[config.mk]
export PLATFORM = sky130hd
export DESIGN_NAME = fifo_wr_packer_flat
export DESIGN_NICKNAME = d
export VERILOG_FILES = /design/src/rtl/fifo_wr_packer_pkg.sv /design/src/rtl/fifo_wr_packer_if.sv /design/src/rtl/fifo_wr_packer.sv /design/src/flat_wrapper.sv
export SDC_FILE = /design/constraint.sdc
export NUM_CORES = 1
export LEC_CHECK = 0
export BUFFER_PORTS_ARGS = -buffer_cell sky130_fd_sc_hd__buf_4
export CORE_MARGIN = 2
export CORE_UTILIZATION = 30
export CTS_CLUSTER_SIZE = 25
export DETAILED_ROUTE_END_ITERATION = 10
export SETUP_SLACK_MARGIN = 0.5
export SYNTH_ARGS = -nofsm -noshare
export SYNTH_HDL_FRONTEND = slang
export SYNTH_SLANG_ARGS = --single-unit
[constraint.sdc]
create_clock -name clk -period 1.9 [get_ports clk]
set_input_delay 0.285 -clock clk [delete_from_list [all_inputs] [get_ports clk]]
set_output_delay 0.285 -clock clk [all_outputs]
set_load 0.005 [all_outputs]
[src/rtl/fifo_wr_packer_pkg.sv]
// Shared types for the FIFO write packer: FSM state encoding and default widths.
package fifo_wr_packer_pkg;

    localparam int DATA_WIDTH_DEF = 8;
    localparam int CNT_WIDTH_DEF  = 16;

    typedef enum logic [1:0] {
        IDLE    = 2'd0,
        SEND_LO = 2'd1,
        SEND_HI = 2'd2
    } state_t;

endpackage

[src/rtl/fifo_wr_packer_if.sv]
// Result-in / byte-out bundle between the controller, the packer and the FIFO write port.
interface fifo_wr_packer_if #(
    parameter int DATA_WIDTH = 8,
    parameter int CNT_WIDTH  = 16
);
    logic                      res_valid;
    logic                      res_wide;
    logic [2*DATA_WIDTH-1:0]   res_data;
    logic                      res_ready;
    logic                      wfull;
    logic                      winc;
    logic [DATA_WIDTH-1:0]     wr_data;
    logic                      busy;
    logic [CNT_WIDTH-1:0]      bytes_sent;

    // master: controller + FIFO full-flag side; slave: the packer
    modport master (
        output res_valid, res_wide, res_data, wfull,
        input  res_ready, winc, wr_data, busy, bytes_sent
    );

    modport slave (
        input  res_valid, res_wide, res_data, wfull,
        output res_ready, winc, wr_data, busy, bytes_sent
    );
endinterface

[src/rtl/fifo_wr_packer.sv]
// Serialises 1- or 2-byte results into FIFO writes, low byte first; accept takes 1 cycle, first winc the cycle after.
// Backpressure: wfull stalls the current byte indefinitely (winc drops combinationally); res_ready low until the last byte is written.
module fifo_wr_packer
    import fifo_wr_packer_pkg::*;
#(
    parameter int DATA_WIDTH = DATA_WIDTH_DEF,
    parameter int CNT_WIDTH  = CNT_WIDTH_DEF
) (
    input  logic              clk,
    input  logic              rst,
    fifo_wr_packer_if.slave   bus
);

    state_t                   r_state;
    state_t                   w_state_nxt;
    logic [2*DATA_WIDTH-1:0]  r_hold;
    logic                     r_wide;
    logic [CNT_WIDTH-1:0]     r_bytes_sent;

    logic                     w_capture;
    logic                     w_winc;
    logic                     w_ready;
    logic                     w_busy;
    logic [DATA_WIDTH-1:0]    w_wr_data;

    always_ff @(posedge clk) begin
        if (rst) begin
            r_state      <= IDLE;
            r_hold       <= '0;
            r_wide       <= 1'b0;
            r_bytes_sent <= '0;
        end else begin
            r_state <= w_state_nxt;
            if (w_capture) begin
                r_hold <= bus.res_data;
                r_wide <= bus.res_wide;
            end
            if (w_winc) begin
                r_bytes_sent <= r_bytes_sent + CNT_WIDTH'(1);
            end
        end
    end

    // winc depends on the live wfull so a write can never land on a full FIFO
    always_comb begin
        w_state_nxt = r_state;
        w_capture   = 1'b0;
        w_winc      = 1'b0;
        w_ready     = 1'b0;
        w_busy      = 1'b0;
        w_wr_data   = '0;
        case (r_state)
            IDLE: begin
                w_ready = 1'b1;
                if (bus.res_valid) begin
                    w_capture   = 1'b1;
                    w_state_nxt = SEND_LO;
                end
            end
            SEND_LO: begin
                w_busy    = 1'b1;
                w_wr_data = r_hold[DATA_WIDTH-1:0];
                w_winc    = !bus.wfull;
                if (w_winc) begin
                    w_state_nxt = r_wide ? SEND_HI : IDLE;
                end
            end
            SEND_HI: begin
                w_busy    = 1'b1;
                w_wr_data = r_hold[2*DATA_WIDTH-1:DATA_WIDTH];
                w_winc    = !bus.wfull;
                if (w_winc) begin
                    w_state_nxt = IDLE;
                end
            end
            default: begin
                w_state_nxt = IDLE;
            end
        endcase
    end

    assign bus.res_ready  = w_ready;
    assign bus.busy       = w_busy;
    assign bus.winc       = w_winc;
    assign bus.wr_data    = w_wr_data;
    assign bus.bytes_sent = r_bytes_sent;

endmodule

[src/flat_wrapper.sv]
// flat-port wrapper written by rule: the top's interface ports become plain ports
module fifo_wr_packer_flat import fifo_wr_packer_pkg::*;
#(
    parameter int DATA_WIDTH = DATA_WIDTH_DEF,
    parameter int CNT_WIDTH  = CNT_WIDTH_DEF
)
  (clk, rst, bus_res_valid, bus_res_wide, bus_res_data, bus_wfull, bus_res_ready, bus_winc, bus_wr_data, bus_busy, bus_bytes_sent);
  fifo_wr_packer_if #(.DATA_WIDTH(DATA_WIDTH), .CNT_WIDTH(CNT_WIDTH)) bus_i ();
  input  logic clk;
  input  logic rst;
  input wire logic [$bits(bus_i.res_valid)-1:0] bus_res_valid;
  input wire logic [$bits(bus_i.res_wide)-1:0] bus_res_wide;
  input wire logic [$bits(bus_i.res_data)-1:0] bus_res_data;
  input wire logic [$bits(bus_i.wfull)-1:0] bus_wfull;
  output wire logic [$bits(bus_i.res_ready)-1:0] bus_res_ready;
  output wire logic [$bits(bus_i.winc)-1:0] bus_winc;
  output wire logic [$bits(bus_i.wr_data)-1:0] bus_wr_data;
  output wire logic [$bits(bus_i.busy)-1:0] bus_busy;
  output wire logic [$bits(bus_i.bytes_sent)-1:0] bus_bytes_sent;
  assign bus_i.res_valid = bus_res_valid;
  assign bus_i.res_wide = bus_res_wide;
  assign bus_i.res_data = bus_res_data;
  assign bus_i.wfull = bus_wfull;
  assign bus_res_ready = bus_i.res_ready;
  assign bus_winc = bus_i.winc;
  assign bus_wr_data = bus_i.wr_data;
  assign bus_busy = bus_i.busy;
  assign bus_bytes_sent = bus_i.bytes_sent;
  fifo_wr_packer #(.DATA_WIDTH(DATA_WIDTH), .CNT_WIDTH(CNT_WIDTH)) u_core (.clk(clk), .rst(rst), .bus(bus_i));
endmodule
* Word level (Yosys, flattened, before mapping)
Index checks and enable logic that the tools add are counted.
Word-level totals: bits of input ports 21, register bits 35
Cells by class: reductions and logical operators 4, mux-type cells 11, $add $sub $neg 1, equal/unequal tests 5
Operators with widths (number):
- 16-bit by 1-bit adder with 16-bit output (second input constant) | 1
- 8-bit one-hot mux with 2 select lines | 1
- 2-bit 2-to-1 mux | 4
- 2-bit != test (second input constant) | 3
- 2-bit one-hot mux with 3 select lines | 1
- 1-bit 2-to-1 mux | 5
- 3-bit AND reduction | 1
- 2-bit by 1-bit equality test with 1-bit output (second input constant) | 1
- 2-bit equality test (second input constant) | 1
- 2-bit logical NOT | 1
- 2-bit OR reduction | 1
- 1-bit logical NOT | 1

* Depth between registers and ports, before layout
Gate-level depths: netlist of run 1.
word-level depth 3, gate-level depth with buffers 7, mapped depth without buffers 7

* Least setup slack after synthesis of run 1
Ideal clock, no wire load.
path type register to register, start point register u_core.r_state[0], end point register u_core.r_bytes_sent[14], in the netlist u_core.bus.bytes_sent[14], data arrival time 1659 ps, setup slack 171 ps, required time 1830 ps, cell stages (with the launch flop) 7, cells stage by stage dfxtp_1 inv_1 ha_1 and4b_4 nand2_2 or4_1 a21oi_1
Between the ends: word-level cells in the longest chain between the ends 3, elaborated cells on any way between the ends 4, classes of those cells 2 x eq/ne; 1 x mux; 1 x reduce/logical
Ends and longest elaborated chain:
- start: declaration | RTL line fifo_wr_packer.sv:14 | state_t r_state;
- start signal: assignment | RTL line fifo_wr_packer.sv:33 | r_state <= w_state_nxt;
- 2-bit by 1-bit equality test with 1-bit output / 2-bit equality test (equally long branches) | RTL line fifo_wr_packer.sv:52 | case (r_state)
- 2-bit OR reduction (no line) (*)
- 1-bit 2-to-1 mux (*)
- end signal: assignment | RTL line fifo_wr_packer.sv:39 | r_bytes_sent <= r_bytes_sent + CNT_WIDTH'(1);
- end: declaration | RTL line fifo_wr_packer.sv:18 | logic [CNT_WIDTH-1:0] r_bytes_sent;
Mark *: on every way between the ends. The rest lies on a longest branch, timed or not. A chain may end at the register's enable or synchronous reset.

* Worst setup path in the final report of run 1
start point register u_core.r_state[1], end point output bus_wr_data[3]
Between the ends: word-level cells in the longest chain between the ends 2, elaborated cells on any way between the ends 3, classes of those cells 2 x eq/ne; 1 x mux
Ends and longest elaborated chain:
- 2-bit equality test / 2-bit by 1-bit equality test with 1-bit output (equally long branches) | RTL line fifo_wr_packer.sv:52
- 8-bit one-hot mux with 2 select lines (*) | RTL line fifo_wr_packer.sv:52
- end: declaration | RTL line flat_wrapper.sv:17 | output wire logic [$bits(bus_i.wr_data)-1:0] bus_wr_data;
Marks and branches as above.

==> impl_metrics.prom, run 1 <==
# TYPE chip_impl_metric gauge
chip_impl_info{name="clockRootBuffer",value="clkbuf_8"} 1
chip_impl_metric{name="antenna_violations_before_repair",unit=""} 0
chip_impl_metric{name="post_cts_hold_buffer_count",unit=""} 0
chip_impl_metric{name="worst-slew-pin-transition",unit="ns"} 0.399
chip_impl_metric{name="hold_depth",unit=""} 3
chip_impl_info{name="worstHoldEndpoint",value="u_core.r_hold[4]$_SDFFE_PP0P_"} 1
chip_impl_metric{name="post-route-worst-setup-slack",unit="ns"} 0.216
chip_impl_metric{name="vias",unit=""} 1579
chip_impl_metric{name="fin_area",unit="um2"} 2510
chip_impl_metric{name="power_per_cell_area",unit="nW/um2"} 733
chip_impl_metric{name="synthesis.instances",unit=""} 196
chip_impl_metric{name="synthSimpleGateAreaFrac",unit="%"} 28.7
chip_impl_info{name="critical_path.reg2reg.startpoint",value="u_core.r_state[0]$_SDFFE_PP0P_"} 1
chip_impl_metric{name="synthesis.area_per_instance",unit="um2"} 8.20
chip_impl_metric{name="wl",unit="um"} 4400
chip_impl_metric{name="finalSetupViolations",unit=""} 0
chip_impl_metric{name="synth_compound_gate_area_share",unit="%"} 12.6
chip_impl_info{name="critPathSlowestCell",value="dfxtp_2"} 1
chip_impl_metric{name="row_count",unit=""} 26
chip_impl_info{name="outcome",value="finished, final reports clean"} 1
chip_impl_metric{name="dp_slack",unit="ns"} 0.160
chip_impl_metric{name="number_of_global_route_vias_before_repair",unit=""} 1605
chip_impl_metric{name="netSwitchingPower",unit="uW"} 451
chip_impl_metric{name="ant_nets",unit=""} 0
chip_impl_metric{name="design.portCount",unit=""} 48
chip_impl_info{name="worstHoldStart",value="bus_res_data[4]"} 1
chip_impl_metric{name="ys_seq_elements",unit=""} 35
chip_impl_metric{name="grt_start_max_net_pins",unit=""} 38
chip_impl_metric{name="netlist.area_leader.share",unit="%"} 43.6
chip_impl_metric{name="relative_contribution_of_combinational_cells_to_total_power",unit="%"} 19.4
chip_impl_metric{name="dr.first_iter.drc_count",unit=""} 56
chip_impl_info{name="rsz0062_at_grt",value="yes"} 1
chip_impl_metric{name="synth_warnings",unit=""} 0
chip_impl_metric{name="clock_group_share_of_total_power",unit="%"} 37.1
chip_impl_metric{name="n_antenna_cell",unit=""} 0
chip_impl_info{name="final_common_cell",value="buf_4"} 1
chip_impl_metric{name="port-buffer-count",unit=""} 47
chip_impl_metric{name="area_post_placement",unit="um2"} 2050
chip_impl_metric{name="max_slew_margin",unit="%"} 73.4
chip_impl_info{name="timing.critical_path.cells",value="inv_4, ha_4, buf_6, a22oi_2, nor2b_4, buf_4"} 1
chip_impl_info{name="worstReg2RegEnd",value="u_core.bus.bytes_sent[11]$_SDFFE_PP0P_"} 1
chip_impl_metric{name="remaining_drc_errors",unit=""} 0
chip_impl_metric{name="first_pass_iters",unit=""} 5
chip_impl_metric{name="fin_tns_setup",unit="ns"} 0
chip_impl_metric{name="final_net_count",unit=""} 282
chip_impl_info{name="setup.worst_path.start_class",value="register"} 1
chip_impl_metric{name="max_clock_freq",unit="MHz"} 594
chip_impl_metric{name="muxShareOfSynthArea",unit="%"} 2.73
chip_impl_metric{name="num-fill-cells",unit=""} 510
chip_impl_metric{name="mappedNetlistArea",unit="um2"} 1610
chip_impl_metric{name="global_route.usage.total",unit="%"} 15.2
chip_impl_metric{name="path_max_fanout",unit=""} 5
chip_impl_info{name="library_cell_with_the_largest_summed_area_after_synthesis",value="dfxtp_1"} 1
chip_impl_metric{name="skew_pair_late_insertion_delay",unit="ns"} 0.28
chip_impl_metric{name="post_synth_xor_area_fraction",unit="%"} 4.91
chip_impl_metric{name="seq_power_share",unit="%"} 43.5
chip_impl_info{name="synth_top_family_by_area",value="simple AND/OR/NAND/NOR gates"} 1
chip_impl_metric{name="area_delta_synth_final",unit="%"} 56.4
chip_impl_metric{name="report.final.hold_viol_count",unit=""} 0
chip_impl_metric{name="die_area",unit="um2"} 5960
chip_impl_metric{name="clock_slew_at_reported_path_ffs",unit="ns"} 0.07
chip_impl_metric{name="total_leakage_power",unit="nW"} 0.998
chip_impl_metric{name="die_w",unit="um"} 77.2
chip_impl_metric{name="layout-drive-gt1-share",unit="%"} 47.9
chip_impl_info{name="timing.setup.critical_path_class",value="register to output port"} 1
chip_impl_metric{name="synth_nets",unit=""} 222
chip_impl_metric{name="max_cap_violations",unit=""} 0
chip_impl_metric{name="cts_buffers",unit=""} 5
chip_impl_metric{name="power.internal",unit="mW"} 1.39
chip_impl_metric{name="ff2ff_path_depth",unit=""} 7
chip_impl_metric{name="fp.dieH",unit="um"} 77.2
chip_impl_metric{name="dpl.hpwl",unit="um"} 2740
chip_impl_metric{name="initial_utilization",unit="%"} 31.3
chip_impl_metric{name="clock_skew",unit="ns"} 0.00680
chip_impl_metric{name="required",unit="ns"} 1.62
chip_impl_metric{name="cts_num_sinks",unit=""} 35
chip_impl_metric{name="period_minus_slack",unit="ns"} 1.68
chip_impl_metric{name="arrival_time_of_data_at_the_critical_path_endpoint",unit="ns"} 1.40
chip_impl_metric{name="yosys.area_share.adder",unit="%"} 3.89
chip_impl_metric{name="synth.lib_cells_used.distinct",unit=""} 34
chip_impl_metric{name="globalplace.congestion",unit=""} 0.716
chip_impl_info{name="post_synth_main_area_contributors",value="dfxtp_1, nand2_1, a21oi_1"} 1
chip_impl_metric{name="routed_via_density",unit=""} 4.83
chip_impl_info{name="end_kind",value="output port"} 1
chip_impl_info{name="clock_tree_from_tritoncts",value="built"} 1
chip_impl_metric{name="grt_pass1_wl",unit="um"} 7360
chip_impl_metric{name="ir_drop",unit="uV"} 365
chip_impl_metric{name="core",unit="um2"} 5140
chip_impl_metric{name="grt.overflow.total",unit=""} 0
chip_impl_info{name="worstHoldPathType",value="input port to register"} 1
chip_impl_metric{name="clock_path_buffers",unit=""} 2
chip_impl_metric{name="worst-r2r-setup-slack",unit="ns"} 0.22
chip_impl_metric{name="clock_tree.htree_level_count",unit=""} 2
chip_impl_info{name="layout.cells.most_common_list",value="buf_4, nand2_1, dfxtp_1"} 1
chip_impl_metric{name="min_period_over_period",unit="%"} 88.6
chip_impl_metric{name="timing.final.max_slew_violations",unit=""} 0
chip_impl_metric{name="cp_slowest_stage_delay",unit="ns"} 0.35
chip_impl_metric{name="seq_area_frac_synth",unit="%"} 43.6
chip_impl_metric{name="finalPower",unit="mW"} 1.84
chip_impl_metric{name="power_switching_share",unit="%"} 24.5
chip_impl_metric{name="routedWlPerCell",unit="um"} 13.4
-- critical path, delay by kind of cell (launching register included) --
kind	cells	cell delay (ns)
fa+ha+maj	1	0.18
compound gates	1	0.20
simple gates	1	0.06
flops	1	0.35
buf+inv	3	0.32
-- cell usage after synthesis --
cell type  count
nor3_1         1
o21ai_0        5
nor3_2         1
dfxtp_1       35
a21oi_1       22
xor2_1         5
inv_1          5
buf_1          3
and4b_1        1
a22oi_1        8
mux2_2         3
and2_1         1
and4_1         2
nand3_1        7
and3_2         1
nand4_1        2
clkbuf_1       6
nand4_2        1
nand2_2        1
nor4_1         1
and4b_4        1
nand4b_1       1
xnor2_1        4
nor2b_1       10
o31ai_1        1
buf_2          1
mux2i_1        1
nor2_1        13
ha_1           5
or3_1          3
or4_1          1
nand2b_1       1
and2_2         1
nand2_1       42
-- state kept, by name, indices dropped and copies added (netlist names) --
name	count
u_core.bus.bytes_sent	16
u_core.r_hold	16
u_core.r_state	2
u_core.r_wide	1
-- routing by layer --
layer	wire, um	track usage, %	vias up
li1	-	-	782
met1	2050	19.5	748
met2	2080	24.3	41
met3	201	4.94	8
met4	65	4.29	0
met5	0	0	-
-- stage by stage --
step                      util [%]  hold WS, ns  cells
after global routing          48.9        0.237    327
after CTS                     46.4        0.239    323
after floorplan                  -        0.421    196
final                         48.9        0.242    327
after detailed placement      39.9        0.447    306
after global placement        39.9        0.441    306
-- power by group through the flow --
stage / clock, mW / sequential [mW] / combinational (mW)
2_1_floorplan: 0 / 0.805 / 0.153
3_5_place_dp: 0 / 0.809 / 0.248
5_1_grt: 0.740 / 0.806 / 0.394
6_report: 0.684 / 0.801 / 0.357
3_3_place_gp: 0 / 0.808 / 0.247
4_1_cts: 0.705 / 0.799 / 0.324
-- cell families after synthesis --
family,Yosys count
flip-flops,35
XOR/XNOR,9
AND/OR/NAND/NOR,92
multiplexers,4
buffers and inverters,15
adder cells (fa/ha/maj),5
AO/OA/AOI/OAI,36
-- how the worst max path moves through the flow --
stage / start / endpoint / slack (ns) / cells after the start
final: u_core.r_state[1]$_SDFFE_PP0P_ / bus_wr_data[3] / 0.22 / 6
after global routing: u_core.r_state[0]$_SDFFE_PP0P_ / u_core.bus.bytes_sent[11]$_SDFFE_PP0P_ / 0.15 / 7
after CTS: u_core.r_state[1]$_SDFFE_PP0P_ / bus_wr_data[2] / 0.21 / 6
after detailed placement: u_core.r_state[0]$_SDFFE_PP0P_ / u_core.bus.bytes_sent[14]$_SDFFE_PP0P_ / 0.16 / 6
after global placement: u_core.r_state[0]$_SDFFE_PP0P_ / u_core.bus.bytes_sent[14]$_SDFFE_PP0P_ / 0.20 / 6
after floorplan: u_core.r_state[0]$_SDFFE_PP0P_ / u_core.bus.bytes_sent[14]$_SDFFE_PP0P_ / 0.31 / 6
-- layout make-up --
cell class              instances  area [um2]  share of cell area (%)
well taps                      70        87.6                    3.49
multi-input cells             146        1070                    42.5
inverters                       5        23.8                   0.946
clock buffers                   6        82.6                    3.29
repair buffers                 63         508                    20.2
clock inverters                 2        35.0                    1.39
flip-flops and latches         35         707                    28.1
-- timing repair --
| item | 4_1_cts | 5_1_grt |
|---|---|---|
| setup buffers | 9 | 4 |
| cloned | 0 | 0 |
| gates resized for setup | 31 | 25 |
| setup endpoints to repair | 25 | 45 |
| pin swaps | 14 | 8 |
Note: power is estimated with default switching activity, not from simulation.
==> inputs of run 2 (changes only) <==
--- a/config.mk
+++ b/config.mk
@@ -6,11 +6,13 @@
 export NUM_CORES = 1
 export LEC_CHECK = 0
 export BUFFER_PORTS_ARGS = -buffer_cell sky130_fd_sc_hd__buf_4
+export CELL_PAD_IN_SITES_DETAIL_PLACEMENT = 1
+export CELL_PAD_IN_SITES_GLOBAL_PLACEMENT = 1
 export CORE_MARGIN = 2
 export CORE_UTILIZATION = 30
 export CTS_CLUSTER_SIZE = 25
 export DETAILED_ROUTE_END_ITERATION = 10
-export SETUP_SLACK_MARGIN = 0.5
+export PLACE_DENSITY_LB_ADDON = 0.1
 export SYNTH_ARGS = -nofsm -noshare
 export SYNTH_HDL_FRONTEND = slang
 export SYNTH_SLANG_ARGS = --single-unit
==> impl_metrics.prom, run 2 (synthesis results as in run 1) <==
# TYPE chip_impl_metric gauge
chip_impl_info{name="outcome",value="finished, final reports clean"} 1
chip_impl_metric{name="max_cap_violations",unit=""} 0
chip_impl_metric{name="place_inst",unit=""} 310
chip_impl_metric{name="fin_tns_setup",unit="ns"} 0
chip_impl_metric{name="first_pass_iters",unit=""} 4
chip_impl_metric{name="fp.dieH",unit="um"} 77.2
chip_impl_metric{name="die_w",unit="um"} 77.2
chip_impl_info{name="timing.setup.critical_path_class",value="register to output port"} 1
chip_impl_metric{name="ant_nets",unit=""} 0
chip_impl_metric{name="total_leakage_power",unit="nW"} 0.881
chip_impl_metric{name="global_route.usage.total",unit="%"} 15.3
chip_impl_metric{name="power_per_cell_area",unit="nW/um2"} 733
chip_impl_metric{name="min_period_over_period",unit="%"} 93.7
chip_impl_metric{name="timing.final.max_slew_violations",unit=""} 0
chip_impl_metric{name="final_net_count",unit=""} 273
chip_impl_metric{name="wl",unit="um"} 4210
chip_impl_metric{name="grt_start_max_net_pins",unit=""} 38
chip_impl_metric{name="remaining_drc_errors",unit=""} 0
chip_impl_metric{name="row_count",unit=""} 26
chip_impl_metric{name="period_minus_slack",unit="ns"} 1.78
chip_impl_metric{name="n_antenna_cell",unit=""} 0
chip_impl_metric{name="clock_tree.htree_level_count",unit=""} 2
chip_impl_metric{name="max_clock_freq",unit="MHz"} 562
chip_impl_metric{name="skew_pair_late_insertion_delay",unit="ns"} 0.28
chip_impl_metric{name="report.final.hold_viol_count",unit=""} 0
chip_impl_info{name="final_common_cell",value="buf_4"} 1
chip_impl_info{name="worstHoldPathType",value="input port to register"} 1
chip_impl_metric{name="required",unit="ns"} 1.62
chip_impl_metric{name="antenna_violations_before_repair",unit=""} 0
chip_impl_metric{name="clock_slew_at_reported_path_ffs",unit="ns"} 0.07
chip_impl_info{name="layout.cells.most_common_list",value="buf_4, nand2_1, dfxtp_1"} 1
chip_impl_metric{name="routedWlPerCell",unit="um"} 13.3
chip_impl_metric{name="design.portCount",unit=""} 48
chip_impl_metric{name="port-buffer-count",unit=""} 47
chip_impl_metric{name="die_area",unit="um2"} 5960
chip_impl_info{name="crit_path_frequent_cell",value="buf_4"} 1
chip_impl_metric{name="path_max_fanout",unit=""} 4
chip_impl_metric{name="vias",unit=""} 1500
chip_impl_info{name="rsz0062_at_grt",value="no"} 1
chip_impl_info{name="setup.worst_path.start_class",value="register"} 1
chip_impl_metric{name="ir_drop",unit="uV"} 305
chip_impl_metric{name="initial_utilization",unit="%"} 31.3
chip_impl_metric{name="register_area",unit="um2"} 703
chip_impl_metric{name="number_of_global_route_vias_before_repair",unit=""} 1536
chip_impl_metric{name="layoutNonFillerInstCount",unit=""} 317
chip_impl_metric{name="cp_slowest_stage_delay",unit="ns"} 0.37
chip_impl_info{name="end_kind",value="output port"} 1
chip_impl_metric{name="finalSetupViolations",unit=""} 0
chip_impl_metric{name="routed_via_density",unit=""} 4.73
chip_impl_metric{name="num-fill-cells",unit=""} 650
chip_impl_metric{name="grt.overflow.total",unit=""} 0
chip_impl_info{name="timing.critical_path.cells",value="inv_2, ha_4, nand2b_1, buf_4, inv_1, buf_4"} 1
chip_impl_metric{name="area_delta_synth_final",unit="%"} 36.2
chip_impl_info{name="critPathSlowestCell",value="dfxtp_2"} 1
chip_impl_metric{name="multi_input_combinational_cell_area",unit="um2"} 886
chip_impl_metric{name="cts_num_sinks",unit=""} 35
chip_impl_metric{name="worst-r2r-setup-slack",unit="ns"} 0.16
chip_impl_metric{name="dr.first_iter.drc_count",unit=""} 47
chip_impl_info{name="clock_tree_from_tritoncts",value="built"} 1
chip_impl_metric{name="dpl.hpwl",unit="um"} 3090
chip_impl_metric{name="layout-drive-gt1-share",unit="%"} 31.2
chip_impl_metric{name="max_slew_margin",unit="%"} 73.7
chip_impl_metric{name="arrival_time_of_data_at_the_critical_path_endpoint",unit="ns"} 1.50
chip_impl_info{name="clockRootBuffer",value="clkbuf_8"} 1
chip_impl_metric{name="worst-slew-pin-transition",unit="ns"} 0.395
chip_impl_metric{name="grt_pass1_wl",unit="um"} 7350
chip_impl_metric{name="cts_buffers",unit=""} 5
chip_impl_metric{name="globalplace.congestion",unit=""} 0.676
chip_impl_metric{name="clock_path_buffers",unit=""} 2
chip_impl_metric{name="clock_skew",unit="ns"} 0.00601
chip_impl_metric{name="core",unit="um2"} 5140
[run 2: what timing repair did]
item | CTS | global route
hold endpoints to repair | 0 | 0
hold buffers | 0 | 0
setup buffers | 0 | 0
resized for setup | 0 | 9
setup endpoints to repair | 0 | 10
[run 2: final cells by class]
class / instances / share of cell area (%)
clock buffer: 6 / 3.77
tap: 70 / 4.00
sequential: 35 / 32.1
inverter: 5 / 0.858
clock inverter: 1 / 0.229
multi-input combinational: 146 / 40.5
timing repair buffer: 54 / 18.5
[run 2: worst paths after layout]
check,from,endpoint,cells after the start
setup reg to reg,u_core.r_state[0]$_SDFFE_PP0P_,u_core.bus.bytes_sent[14]$_SDFFE_PP0P_,6
setup / recovery,u_core.r_state[0]$_SDFFE_PP0P_,bus_winc,6
hold / removal,bus_res_data[3],u_core.r_hold[3]$_SDFFE_PP0P_,3
hold reg to reg,u_core.r_hold[12]$_SDFFE_PP0P_,u_core.r_hold[12]$_SDFFE_PP0P_,2
[run 2: critical path: cells and delay by family (launching register included)]
kind,cells,cell delay [ns]
buffers and inverters,4,0.47
DFF,1,0.37
adders and majority gates,1,0.28
and+or+nand+nor,1,0.09
[run 2: report_power, final]
group,leakage [nW],internal (mW),switching [mW]
sequential,0.286,0.771,0.0240
clock,0.0470,0.284,0.258
combinational,0.548,0.132,0.135
[run 2: per-layer routing]
layer / wire length, um / GRT usage, % / vias to the layer above / part of all wire (%)
li1: - / - / 766 / -
met1: 2120 / 20.6 / 698 / 50
met2: 1890 / 24.3 / 29 / 45
met3: 147 / 3.41 / 7 / 3.5
met4: 54 / 4.82 / 0 / 1.3
met5: 0 / 0 / - / 0
[run 2: stage by stage]
step / power, mW / hold slack [ns] / instance area, um2 / setup WS, ns / util, %
after detailed placement: 1.07 / 0.449 / 2060 / 0.118 / 40.1
after floorplan: 0.946 / 0.421 / 1610 / 0.171 / -
after global placement: 1.06 / 0.447 / 2060 / 0.146 / 40.1
after CTS: 1.62 / 0.233 / 2150 / 0.0255 / 41.8
after global routing: 1.69 / 0.243 / 2190 / 0.0276 / 42.6
final: 1.60 / 0.245 / 2190 / 0.120 / 42.6
